<file path="config.mk">
export PLATFORM = sky130hd
export DESIGN_NAME = pc_register_unit
export DESIGN_NICKNAME = d
export VERILOG_FILES = /design/src/rtl/pc_register_unit.sv
export SDC_FILE = /design/constraint.sdc
export NUM_CORES = 1
export LEC_CHECK = 0
export ABC_AREA = 1
export ABC_CLOCK_PERIOD_IN_PS = 3200
export CORE_AREA = 2 2 105 107
export DETAILED_ROUTE_END_ITERATION = 7
export DIE_AREA = 0 0 107 109
export PLACE_DENSITY = 0.65
export SYNTH_ARGS = -nofsm -noshare
export SYNTH_HDL_FRONTEND = slang
export SYNTH_SLANG_ARGS = --single-unit
</file>
<file path="constraint.sdc">
create_clock -name clk -period 3.2 [get_ports clk]
set_input_delay 0.64 -clock clk [delete_from_list [all_inputs] [get_ports clk]]
set_output_delay 0.64 -clock clk [all_outputs]
set_load 0.01 [all_outputs]
</file>
<file path="src/rtl/pc_register_unit.sv">
// rtl/pc_register_unit.sv - A/D/PC register file with an ack-gated RAM[A] write path
module pc_register_unit #(
  parameter logic [15:0] RESET_PC = 16'h0000
) (
  input  logic        clk,
  input  logic        rst_n,
  input  logic        run,
  input  logic        ctrl_valid,
  input  logic [15:0] R,
  input  logic        a,
  input  logic        d,
  input  logic        addr_a,
  input  logic        j,
  input  logic        mem_ack,
  output logic [15:0] A_q,
  output logic [15:0] D_q,
  output logic [15:0] PC,
  output logic        mem_wr,
  output logic [15:0] mem_addr,
  output logic [15:0] mem_wdata,
  output logic        busy,
  output logic        instr_done
);

  typedef enum logic {IDLE, WRITE} state_e;

  state_e      state_q, state_d;
  logic [15:0] reg_a_q, reg_a_d;
  logic [15:0] reg_d_q, reg_d_d;
  logic [15:0] pc_q, pc_d;
  logic        mem_wr_q, mem_wr_d;
  logic [15:0] mem_addr_q, mem_addr_d;
  logic [15:0] mem_wdata_q, mem_wdata_d;
  logic        lat_a_q, lat_a_d;
  logic        lat_d_q, lat_d_d;
  logic        lat_j_q, lat_j_d;
  logic        done_q, done_d;

  logic        commit;
  logic [15:0] c_r, c_old;
  logic        c_a, c_d, c_j;

  // mem_addr_q/mem_wdata_q double as the latched old A and R for the deferred commit
  always_comb begin
    state_d     = state_q;
    reg_a_d     = reg_a_q;
    reg_d_d     = reg_d_q;
    pc_d        = pc_q;
    mem_wr_d    = mem_wr_q;
    mem_addr_d  = mem_addr_q;
    mem_wdata_d = mem_wdata_q;
    lat_a_d     = lat_a_q;
    lat_d_d     = lat_d_q;
    lat_j_d     = lat_j_q;
    done_d      = 1'b0;
    commit      = 1'b0;
    c_r         = R;
    c_a         = a;
    c_d         = d;
    c_j         = j;
    c_old       = reg_a_q;
    case (state_q)
      IDLE: begin
        if (run && ctrl_valid) begin
          if (addr_a) begin
            mem_addr_d  = reg_a_q;
            mem_wdata_d = R;
            mem_wr_d    = 1'b1;
            lat_a_d     = a;
            lat_d_d     = d;
            lat_j_d     = j;
            state_d     = WRITE;
          end else begin
            commit = 1'b1;
          end
        end
      end
      WRITE: begin
        if (mem_ack) begin
          commit   = 1'b1;
          c_r      = mem_wdata_q;
          c_a      = lat_a_q;
          c_d      = lat_d_q;
          c_j      = lat_j_q;
          c_old    = mem_addr_q;
          mem_wr_d = 1'b0;
          state_d  = IDLE;
        end
      end
      default: state_d = IDLE;
    endcase
    if (commit) begin
      if (c_a) reg_a_d = c_r;
      if (c_d) reg_d_d = c_r;
      pc_d   = c_j ? c_old : pc_q + 16'd1;
      done_d = 1'b1;
    end
  end

  always_ff @(posedge clk or negedge rst_n) begin
    if (!rst_n) begin
      state_q     <= IDLE;
      reg_a_q     <= 16'h0000;
      reg_d_q     <= 16'h0000;
      pc_q        <= RESET_PC;
      mem_wr_q    <= 1'b0;
      mem_addr_q  <= 16'h0000;
      mem_wdata_q <= 16'h0000;
      lat_a_q     <= 1'b0;
      lat_d_q     <= 1'b0;
      lat_j_q     <= 1'b0;
      done_q      <= 1'b0;
    end else begin
      state_q     <= state_d;
      reg_a_q     <= reg_a_d;
      reg_d_q     <= reg_d_d;
      pc_q        <= pc_d;
      mem_wr_q    <= mem_wr_d;
      mem_addr_q  <= mem_addr_d;
      mem_wdata_q <= mem_wdata_d;
      lat_a_q     <= lat_a_d;
      lat_d_q     <= lat_d_d;
      lat_j_q     <= lat_j_d;
      done_q      <= done_d;
    end
  end

  assign A_q        = reg_a_q;
  assign D_q        = reg_d_q;
  assign PC         = pc_q;
  assign mem_wr     = mem_wr_q;
  assign mem_addr   = mem_addr_q;
  assign mem_wdata  = mem_wdata_q;
  assign busy       = (state_q == WRITE);
  assign instr_done = done_q;

endmodule
</file>
### Word level (Yosys, flattened, before mapping)

Index checks and enable logic that the tools add are counted.

* reductions and logical operators: 5
* bitwise logic cells: 1
* eq/ne operators: 3
* mux-type cells: 24
* add/sub/neg operators: 1

Operators by type and width (count)
* $mux W16: 5
* $add A16 B1 Y16 const B: 1
* $mux W1: 16
* $ne A2 B2 Y1 const B: 3
* $pmux W1 S2: 3
* $reduce_and A3 Y1: 2
* $reduce_and A2 Y1: 2
* $logic_and A1 B1 Y1: 1
* $not A1 Y1: 1

* bits in registers: 86
* input bits: 25
* output and inout bits: 83
* logic and storage cells: 45

### Depth between registers and ports, before layout

Gate-level depths: netlist of the first run.

* word-level depth: 4
* depth in mapped cells: 10
* mapped depth without buffers: 9

### Worst setup path before layout of the first run

Ideal clock, no wire load.

* path kind: input -> register
* start: input mem_ack
* end: register pc_q[10], in the netlist PC[10]
* arrival time: 1450 ps
* path buffers: 1
* stages: 8
* required time: 3087 ps
* setup slack: 1637 ps
* setup time: 113 ps
* cells stage by stage: nand2_2 -> o21ai_2 -> buf_4 -> nand4_1 -> nand2_1 -> nand2_1 -> nand2_1 -> inv_1

* longest elaborated chain between the ends: 3
* elaborated cells on any way between the ends: 7
* those cells by class: mux (7)

RTL lines
* start: declaration: line 14 `input logic mem_ack,`
* $mux W16 or $mux W1 (tied branches): line 79 `if (mem_ack) begin`
* $mux W16 or $mux W1 (tied branches): line 62 `case (state_q)`
* $mux W16: line 95 `pc_d = c_j ? c_old : pc_q + 16'd1;`
* end signal: assignment: line 117 `pc_q <= pc_d;`
* end: declaration: line 30 `logic [15:0] pc_q, pc_d;`

Several ways; a longest one is shown, not always the timed one.
A chain may end at the register's enable or synchronous reset.

### Final worst setup path of the first run

* start: input mem_ack
* end: register pc_q[9], in the netlist PC[9]

The elaborated chain is that of the path after synthesis.

==> qor.txt, run 1 <==
Status - completed
Antenna diodes - 0
EDFF count, synth - 0
Fin Clk Skew - 0.0112 ns
Yosys cell types - 25
Combinational Power Share - 37.5%
Synth cell count leaders - nand2_1, dfrtp_1, o21ai_0, inv_1, nor2_1
RSZ-0062 raised after global routing - false
Synth Register Bits - 86
Worst path most repeated cell - nand2_1
Clock sinks - 86
Top delay family on crit path - buffers and inverters
Post-synth top flop - dfrtp_1
Cell Rows - 38
Crit path arrival time - 2.44 ns
Top cell type's share of synthesized area - 51.8%
Gpl congestion - 0.861
Post-route insts no fill - 781
Sequential share of power - 42.1%
Post CTS Setup Buffer Count - 0
Hold Buf Count CTS - 0
Final setup vio count - 0
Die H - 109 um
Via count - 3,708
Final Max Slew Viols - 0
Multi-input gate area - 1570 um2
DR WL/cell - 13.7 um
H-tree depth - 3
Syn Std Cell Area - 4150 um2
Post-Syn Area per Cell - 7.76 um2
Dominant cell type by area after synthesis - dfrtp_1
Max cap viols - 0
Largest net degree at the start of global routing - 53
Drt pass-1 iters - 5
Bufs and invs on worst path - 3
Worst setup SP type - input port
First-pass GRT wire length - 18,000 um
Post-DP HPWL - 7810 um
Worst Path Max Fanout - 17
Die Wd - 107 um
Longest Clk Path Bufs - 2
Ports - 108
# placed instances - 765
GR Overflow Total - 0
Clock latency on the worst-skew pair - 0.35 ns
Final #Nets - 662
Sw frac - 35.4%
DRC - 0
Sw Pwr - 0.00143 W
Via density - 4.75
Vias in the first global route - 3,748
IO buf count - 107
Starting Density - 39.2%
Final wirelength - 10,700 um
Area grow syn2layout - 33.9%
Synth Instances - 535
CORE AREA - 10,600 um2
YS warnings - 0
Syn_nets - 561
Initial drt markers - 163
WHS - 0.310 ns
Synth async-reset ratio - 100%
Final Cycle Share - 67.1%
CTS tree - built
Clock Power Share - 20.4%
Crit path cell chain - clkdlybuf4s50_1 -> nand2_2 -> o21ai_2 -> buf_4 -> o21ai_0 -> inv_1 -> nand2_1 -> nand2_1
Fin Setup TNS - 0 ns
Tmin final - 2.15 ns
Crit-path max cell delay - 0.54 ns
Clock buffer count from CTS - 9
GR Util All Layers - 19.6%
Ratio of cells with drive above 1 in the final layout - 5.77%
Root buf cell - clkbuf_8
Register area share after synthesis - 51.8%
Data required, critical path - 3.49 ns
Slowest stage cell, crit path - o21ai_2
Initial antenna violation count - 0
Max rail drop VDD - 0.360 mV
Final Hold Vio Count - 0
Internal cell power - 0.00261 W
Crit path kind - in2reg
Worst Max-Slew Pin Slew - 0.682 ns
CTS resizes - 0
Hold Path Class - in2async
Finished Core Util - 52.4%
Crit path capture type - flip-flop
Die Area - 11,700 um2
Rel. slew slack - 54.5%
Fillers - 986
Power density over cell area - 727 nW/um2
LEAKAGE - 2.62 nW
Count leader, synth - nand2_1
Synth area leaders - dfrtp_1, nand2_1, o21ai_0
Peak Freq - 465 MHz
DRT antenna net count - 0
Storage element area - 2150 um2
Clk slew on worst S/H paths - 0.09 ns
worst paths after layout:
| check | from | end | slack [ns] | cells after the start |
|---|---|---|---|---|
| setup reg to reg | busy | A_q[12] | 1.34 | 7 |
| hold reg to reg | mem_wdata[13] | mem_wdata[13] | 0.52 | 2 |
| setup / recovery | mem_ack | PC[9] | 1.05 | 8 |
| max in group asynchronous | rst_n | PC[5] | 2.26 | 2 |
| hold / removal | rst_n | D_q[1] | 0.31 | 1 |
| min in group clk | mem_wdata[13] | mem_wdata[13] | 0.52 | 2 |
worst reg2reg max path: cells and delay by family (launching register included):
kind                   cells  cell delay (ns)
DFF                        1             0.43
buffers and inverters      2             0.47
AOI/OAI and AO/OA          2             0.44
and+or+nand+nor            3             0.45
state kept, by name, summed over array words and instances, names as in the netlist, 16 cells and up:
name       cells
mem_wdata     16
PC            16
D_q           16
mem_addr      16
A_q           16
cell usage in the layout, fill, tap and decap left out, types with 3 or more instances in the layout:
cell type        count
nand2_1            153
clkdlybuf4s50_1    106
dfrtp_1             86
o21ai_0             86
inv_1               74
nor2_1              30
nand3_1             19
a21oi_1             19
o21ai_1             19
clkbuf_8            11
buf_4                8
nand2_2              4
o211ai_1             4
nand4_1              4
inv_6                3
logic make-up after synthesis:
kind of cell / share of synthesized area, %
and+or+nand+nor: 20.1
AOI/OAI and AO/OA: 16.6
buffers and inverters: 10.4
DFF: 51.8
muxes: 0.542
xor gates and xnor gates: 0.211
adders and majority gates: 0.301
layout make-up:
class / instances / share of cell area [%]
clock buffers: 11 / 2.72
clock inverters: 5 / 1.15
inverters: 76 / 5.13
multi-input cells: 347 / 28.3
flip-flops and latches: 86 / 38.7
well taps: 140 / 3.15
repair buffers: 116 / 20.9
through the flow:
stage	power (W)	worst slack, ns	cell area [um2]
final	0.00404	1.05	5560
after global routing	0.00433	0.850	5560
after CTS	0.00409	1.05	5560
after detailed placement	0.00324	0.677	5350
after global placement	0.00322	0.707	5350
after floorplan	0.00234	1.64	4150
power by group through the flow:
stage | registers [W] | logic [W] | clock network (W)
6_report | 0.00170 | 0.00151 | 0.000826
5_1_grt | 0.00175 | 0.00169 | 0.000891
4_1_cts | 0.00171 | 0.00153 | 0.000852
3_3_place_gp | 0.00172 | 0.00150 | 0
2_1_floorplan | 0.00180 | 0.000536 | 0
3_5_place_dp | 0.00172 | 0.00152 | 0
metal layers:
layer	share of wire [%]	GRT usage (%)
met1	47	26.7
met5	0	0
met2	45	30.3
met4	1.0	4.92
met3	7.4	6.28
Note: power is estimated with default switching activity, not from simulation.
==> run 2, diff against run 1 <==
--- a/config.mk
+++ b/config.mk
@@ -6,11 +6,11 @@
 export NUM_CORES = 1
 export LEC_CHECK = 0
 export ABC_AREA = 1
-export ABC_CLOCK_PERIOD_IN_PS = 3200
+export ABC_CLOCK_PERIOD_IN_PS = 1950
 export CORE_AREA = 2 2 105 107
 export DETAILED_ROUTE_END_ITERATION = 7
 export DIE_AREA = 0 0 107 109
-export PLACE_DENSITY = 0.65
+export PLACE_DENSITY = 0.68
 export SYNTH_ARGS = -nofsm -noshare
 export SYNTH_HDL_FRONTEND = slang
 export SYNTH_SLANG_ARGS = --single-unit
==> constraint.sdc (replaced) <==
create_clock -name clk -period 1.95 [get_ports clk]
set_input_delay 0.39 -clock clk [delete_from_list [all_inputs] [get_ports clk]]
set_output_delay 0.39 -clock clk [all_outputs]
set_load 0.01 [all_outputs]
==> run 2 against run 1 <==
- cell area is 2.2% higher
- worst hold slack better by 0.19 ns
- critical endpoint is now PC[2]
- cell count increased by 1.0%
- clock skew decreased by 0.0012 ns
- critical path depth decreased by 7
- via count increased by 3.1%
- largest power group unchanged
- highest routed layer unchanged
==> qor.txt, run 2 (same netlist as run 1, synthesis figures left out) <==
PnR worst setup slack - 0.148 ns (-0.903 ns)
Rel. slew slack - 73.7% (+19 points)
Crit path capture type - output port
Post-route cell area - 5680 um2 (+2.2%)
Initial antenna violation count - 0 (unchanged)
Antenna diodes - 0 (unchanged)
Final #Nets - 670 (+1.2%)
RR Startpoint - PC[1]
CORE AREA - 10,600 um2 (unchanged)
Most frequent cells in the layout - nand2_1, clkdlybuf4s50_1, dfrtp_1, o21ai_0, inv_1
Cell Rows - 38 (unchanged)
Final wirelength - 10,900 um (+1.6%)
Final Hold Vio Count - 0 (unchanged)
Max cap viols - 0 (unchanged)
Area grow syn2layout - 36.7%
Worst Max-Slew Pin Slew - 0.395 ns (-0.287 ns)
RSZ-0062 raised after global routing - false
Final Cycle Share - 92.4%
Dpl cell area - 5450 um2 (+1.9%)
Clock latency on the worst-skew pair - 0.36 ns (about the same)
Fillers - 988 (+0.20%)
Largest net degree at the start of global routing - 33 (-38%)
Worst setup SP type - flip-flop
Root buf cell - clkbuf_8
IO buf count - 107 (unchanged)
Peak Freq - 555 MHz
DRC - 0 (unchanged)
LEAKAGE - 2.67 nW (+2.0%)
Gpl congestion - 0.807 (-6.2%)
GR Util All Layers - 20.0% (+0.45 points)
Power density over cell area - 1180 nW/um2 (+63%)
First-pass GRT wire length - 18,300 um (+1.6%)
Initial drt markers - 267 (+64%)
FF-to-FF End - PC[10]
Clock buffer count from CTS - 9 (unchanged)
Clk slew on worst S/H paths - 0.09 ns (about the same)
# placed instances - 772 (+0.92%)
Post-DP HPWL - 8060 um (+3.2%)
DR WL/cell - 13.8 um (+0.57%)
Crit path kind - reg2out
Final Max Slew Viols - 0 (unchanged)
H-tree depth - 3 (unchanged)
Vias in the first global route - 3,708 (-1.1%)
Max rail drop VDD - 0.479 mV (+33%)
Slowest stage cell, crit path - clkdlybuf4s50_1
Top delay family on crit path - buffers and inverters
Die H - 109 um (unchanged)
Crit-path max cell delay - 0.59 ns (+0.05 ns)
Ratio of cells with drive above 1 in the final layout - 6.63% (+0.85 points)
Drt pass-1 iters - 6 (+1)
Ports - 108 (unchanged)
Most common cell after layout, fill and taps aside - nand2_1
Status - completed
Crit path arrival time - 1.41 ns (-1.03 ns)
Final setup vio count - 0 (unchanged)
Hold Path Class - in2async
Fin Clk Skew - 0.0100 ns (-0.00123 ns)
Starting Density - 39.2% (unchanged)
Worst Path Max Fanout - 7 (-10)
Post CTS Setup Buffer Count - 0 (unchanged)
Via count - 3,822 (+3.1%)
Post-route insts no fill - 789 (+1.0%)
Longest Clk Path Bufs - 2 (unchanged)
Worst r2r path cells - 8 (+1)
GR Overflow Total - 0 (unchanged)
Power Total - 0.00673 W (+67%)
Setup WS pre-CTS - -0.0572 ns (-0.734 ns)
FF-to-FF setup slack - 0.37 ns (-0.97 ns)
CTS tree - built
Clock sinks - 86 (unchanged)
DRT antenna net count - 0 (unchanged)
Fin Setup TNS - 0 ns (unchanged)
Data required, critical path - 1.56 ns (-1.93 ns)
Tmin final - 1.80 ns
Crit path cell chain - clkdlybuf4s50_1
Via density - 4.84 (+2.0%)
Bufs and invs on worst path - 1 (-2)
Die Area - 11,700 um2 (unchanged)
Die Wd - 107 um (unchanged)
-- run 2: cell types whose count changed in the layout (fill, tap and decap cells not counted) --
cell | previous run | this run
clkbuf_1 | 0 | 1
clkbuf_8 | 11 | 9
bufinv_16 | 1 | 2
buf_4 | 8 | 11
dlygate4sd3_1 | 0 | 1
inv_8 | 0 | 1
inv_6 | 3 | 0
clkinv_4 | 0 | 1
clkinvlp_4 | 1 | 2
buf_12 | 2 | 6
-- run 2: worst max-delay path by stage --
stage	from	endpoint	slack, ns	depth (start not counted)
2_1_floorplan	busy	PC[10]	0.56	8
3_3_place_gp	mem_ack	PC[10]	-0.06	10
3_5_place_dp	mem_ack	PC[10]	-0.06	10
4_1_cts	PC[2]	PC[2]	0.13	1
5_1_grt	PC[2]	PC[2]	0.07	1
6_report	PC[2]	PC[2]	0.15	1
-- run 2: where the power goes --
| part | switching, W | leakage (nW) | internal [W] | total [W] |
|---|---|---|---|---|
| Sequential | 0.000480 | 1.04 | 0.00231 | 0.00279 |
| Clock | 0.000680 | 0.105 | 0.000733 | 0.00141 |
| Combinational | 0.00121 | 1.53 | 0.00132 | 0.00253 |
| Total | 0.00237 | 2.67 | 0.00436 | 0.00673 |
-- run 2: routing by layer --
metal	part of all wire (%)	GRT usage (%)	wire length (um)	vias up
li1	-	-	-	1906
met3	5.8	4.18	625	17
met4	2.5	8.72	270	0
met2	46	30.9	4980	117
met5	0	0	0	-
met1	46	27.4	4990	1782
-- run 2: area by class of cell --
type / instances / area, um2 / area share, %
flip-flops and latches: 86 / 2150 / 37.9
multi-input cells: 347 / 1570 / 27.7
repair buffers: 124 / 1270 / 22.4
inverters: 76 / 285 / 5.02
well taps: 140 / 175 / 3.08
clock buffers: 10 / 128 / 2.25
clock inverters: 6 / 95.1 / 1.67
-- run 2: what timing repair did --
item / CTS / global route
resized for setup: 0 / 0
hold buffers: 1 / 0
endpoints found under the hold margin: 24 / 0
-- run 2: stage by stage --
step	hold WS, ns	utilization (%)
floorplan	0.0944	-
global placement	0.337	51.4
detailed placement	0.341	51.4
CTS	0.487	53.6
global route	0.525	53.6
finish	0.495	53.6
==> run 3, diff against run 2 <==
--- a/config.mk
+++ b/config.mk
@@ -6,11 +6,11 @@
 export NUM_CORES = 1
 export LEC_CHECK = 0
 export ABC_AREA = 1
-export ABC_CLOCK_PERIOD_IN_PS = 1950
+export ABC_CLOCK_PERIOD_IN_PS = 2300
 export CORE_AREA = 2 2 105 107
 export DETAILED_ROUTE_END_ITERATION = 7
 export DIE_AREA = 0 0 107 109
-export PLACE_DENSITY = 0.68
+export PLACE_DENSITY = 0.65
 export SYNTH_ARGS = -nofsm -noshare
 export SYNTH_HDL_FRONTEND = slang
 export SYNTH_SLANG_ARGS = --single-unit
==> constraint.sdc (replaced) <==
create_clock -name clk -period 2.3 [get_ports clk]
set_input_delay 0.46 -clock clk [delete_from_list [all_inputs] [get_ports clk]]
set_output_delay 0.46 -clock clk [all_outputs]
set_load 0.01 [all_outputs]
==> run 3 against run 2 <==
- utilization fell by 0.72 points
- register-to-register slack better by 0.25 ns
- largest cell class unchanged
- wire length down 0.87%
- sequential power is 15% lower
- clock-buffer cell count unchanged
- critical path type unchanged
- global-route usage decreased by 0.43 points
- sequential share of layout area is 0.52 points higher
- non-clock buffer count is 6 lower
==> qor.txt, run 3 (same netlist as run 1, synthesis figures left out) <==
Status - completed
GR Overflow Total - 0 (unchanged)
Crit-path max cell delay - 0.58 ns (about the same)
IO buf count - 107 (unchanged)
First-pass GRT wire length - 17,900 um (-2.1%)
Max cap viols - 0 (unchanged)
FF-to-FF setup slack - 0.62 ns (+0.25 ns)
GR Util All Layers - 19.6% (-0.43 points)
RR Startpoint - busy
Die Wd - 107 um (unchanged)
Final Cycle Share - 81.3%
Hold Path Class - in2async
RSZ-0062 raised after global routing - false
DR WL/cell - 13.7 um (-0.11%)
CTS tree - built
Clk slew on worst S/H paths - 0.10 ns (about the same)
Vias in the first global route - 3,642 (-1.8%)
Worst setup SP type - flip-flop
Longest Clk Path Bufs - 2 (unchanged)
Data required, critical path - 1.84 ns (+0.28 ns)
Die Area - 11,700 um2 (unchanged)
Via count - 3,740 (-2.1%)
Die H - 109 um (unchanged)
Clock buffer count from CTS - 9 (unchanged)
Grt met2 use - 30.6% (-0.27 points)
Final wirelength - 10,800 um (-0.87%)
Worst Max-Slew Pin Slew - 0.529 ns (+0.134 ns)
FF-to-FF End - D_q[15]
Power density over cell area - 1000 nW/um2 (-15%)
Tmin final - 1.87 ns
Final Max Slew Viols - 0 (unchanged)
Bufs and invs on worst path - 1 (unchanged)
Met1 Usage GRT - 26.5% (-0.86 points)
Worst Path Max Fanout - 7 (unchanged)
Most frequent cells in the layout - nand2_1, clkdlybuf4s50_1, dfrtp_1, o21ai_0, inv_1
Ratio of cells with drive above 1 in the final layout - 6.07% (-0.56 points)
Post-DP HPWL - 8020 um (-0.55%)
# placed instances - 767 (-0.65%)
H-tree depth - 3 (unchanged)
Clock sinks - 86 (unchanged)
CORE AREA - 10,600 um2 (unchanged)
Crit path arrival time - 1.41 ns (about the same)
LEAKAGE - 2.64 nW (-1.2%)
Starting Density - 39.2% (unchanged)
Crit path cell chain - clkdlybuf4s50_1
Fin Clk Skew - 0.0112 ns (+0.00123 ns)
Clock latency on the worst-skew pair - 0.36 ns (about the same)
CTS resizes - 0 (unchanged)
Rel. slew slack - 64.7% (-8.9 points)
DRT antenna net count - 0 (unchanged)
Root buf cell - clkbuf_8
Post-route insts no fill - 783 (-0.76%)
Peak Freq - 535 MHz
Post CTS Setup Buffer Count - 0 (unchanged)
Most common cell after layout, fill and taps aside - nand2_1
Met3 global-route usage - 5.38% (+1.2 points)
Top delay family on crit path - buffers and inverters
DRC - 0 (unchanged)
Fin Setup TNS - 0 ns (unchanged)
Fillers - 1,028 (+4.0%)
Final #Nets - 664 (-0.90%)
Ports - 108 (unchanged)
Via density - 4.78 (-1.4%)
Crit path capture type - output port
Antenna diodes - 0 (unchanged)
Hold Buf Count CTS - 0 (-1)
Worst r2r path cells - 7 (-1)
Largest net degree at the start of global routing - 40 (+21%)
Area grow syn2layout - 34.9%
Drt pass-1 iters - 4 (-2)
Final Hold Vio Count - 0 (unchanged)
Cell Rows - 38 (unchanged)
Gpl congestion - 0.800 (-0.98%)
Slowest stage cell, crit path - clkdlybuf4s50_1
Crit path kind - reg2out
GRT Max-Usage Layer - met2
Initial antenna violation count - 0 (unchanged)
Final setup vio count - 0 (unchanged)
Max rail drop VDD - 0.434 mV (-9.4%)
Initial drt markers - 158 (-41%)
## run 3: cell type report
class | count | area, um2 | share of cell area, %
Clock inverter | 6 | 68.8 | 1.23
Inverter | 76 | 285 | 5.09
Tap cell | 140 | 175 | 3.13
Timing Repair Buffer | 118 | 1210 | 21.7
Multi-Input combinational cell | 347 | 1570 | 28.0
Sequential cell | 86 | 2150 | 38.4
Clock buffer | 10 | 138 | 2.46
## run 3: how the worst max path moves through the flow
stage / startpoint / endpoint / cells past startpoint
detailed placement: mem_ack / D_q[15] / 8
global placement: mem_ack / A_q[14] / 8
finish: PC[2] / PC[2] / 1
floorplan: busy / PC[10] / 8
global route: PC[2] / PC[2] / 1
CTS: PC[2] / PC[2] / 1
## run 3: metal layers
metal,vias up,share of wire [%]
li1,1897,-
met1,1726,46
met2,104,46
met3,13,6.5
met4,0,1.5
met5,-,0
## run 3: report_power, final
| part | switching (W) | internal, W | total [W] |
|---|---|---|---|
| Combinational | 0.00101 | 0.00111 | 0.00212 |
| Sequential | 0.000416 | 0.00196 | 0.00238 |
| Clock | 0.000578 | 0.000540 | 0.00112 |
## run 3: metrics by stage
step	hold WS [ns]	cell area (um2)	total power, W	setup WS, ns	util [%]
floorplan	0.164	4150	0.00325	0.915	-
global placement	0.472	5400	0.00450	0.209	50.9
detailed placement	0.474	5400	0.00453	0.137	50.9
CTS	0.0849	5600	0.00566	0.412	52.9
global route	0.102	5600	0.00600	0.364	52.9
finish	0.0752	5600	0.00561	0.430	52.9
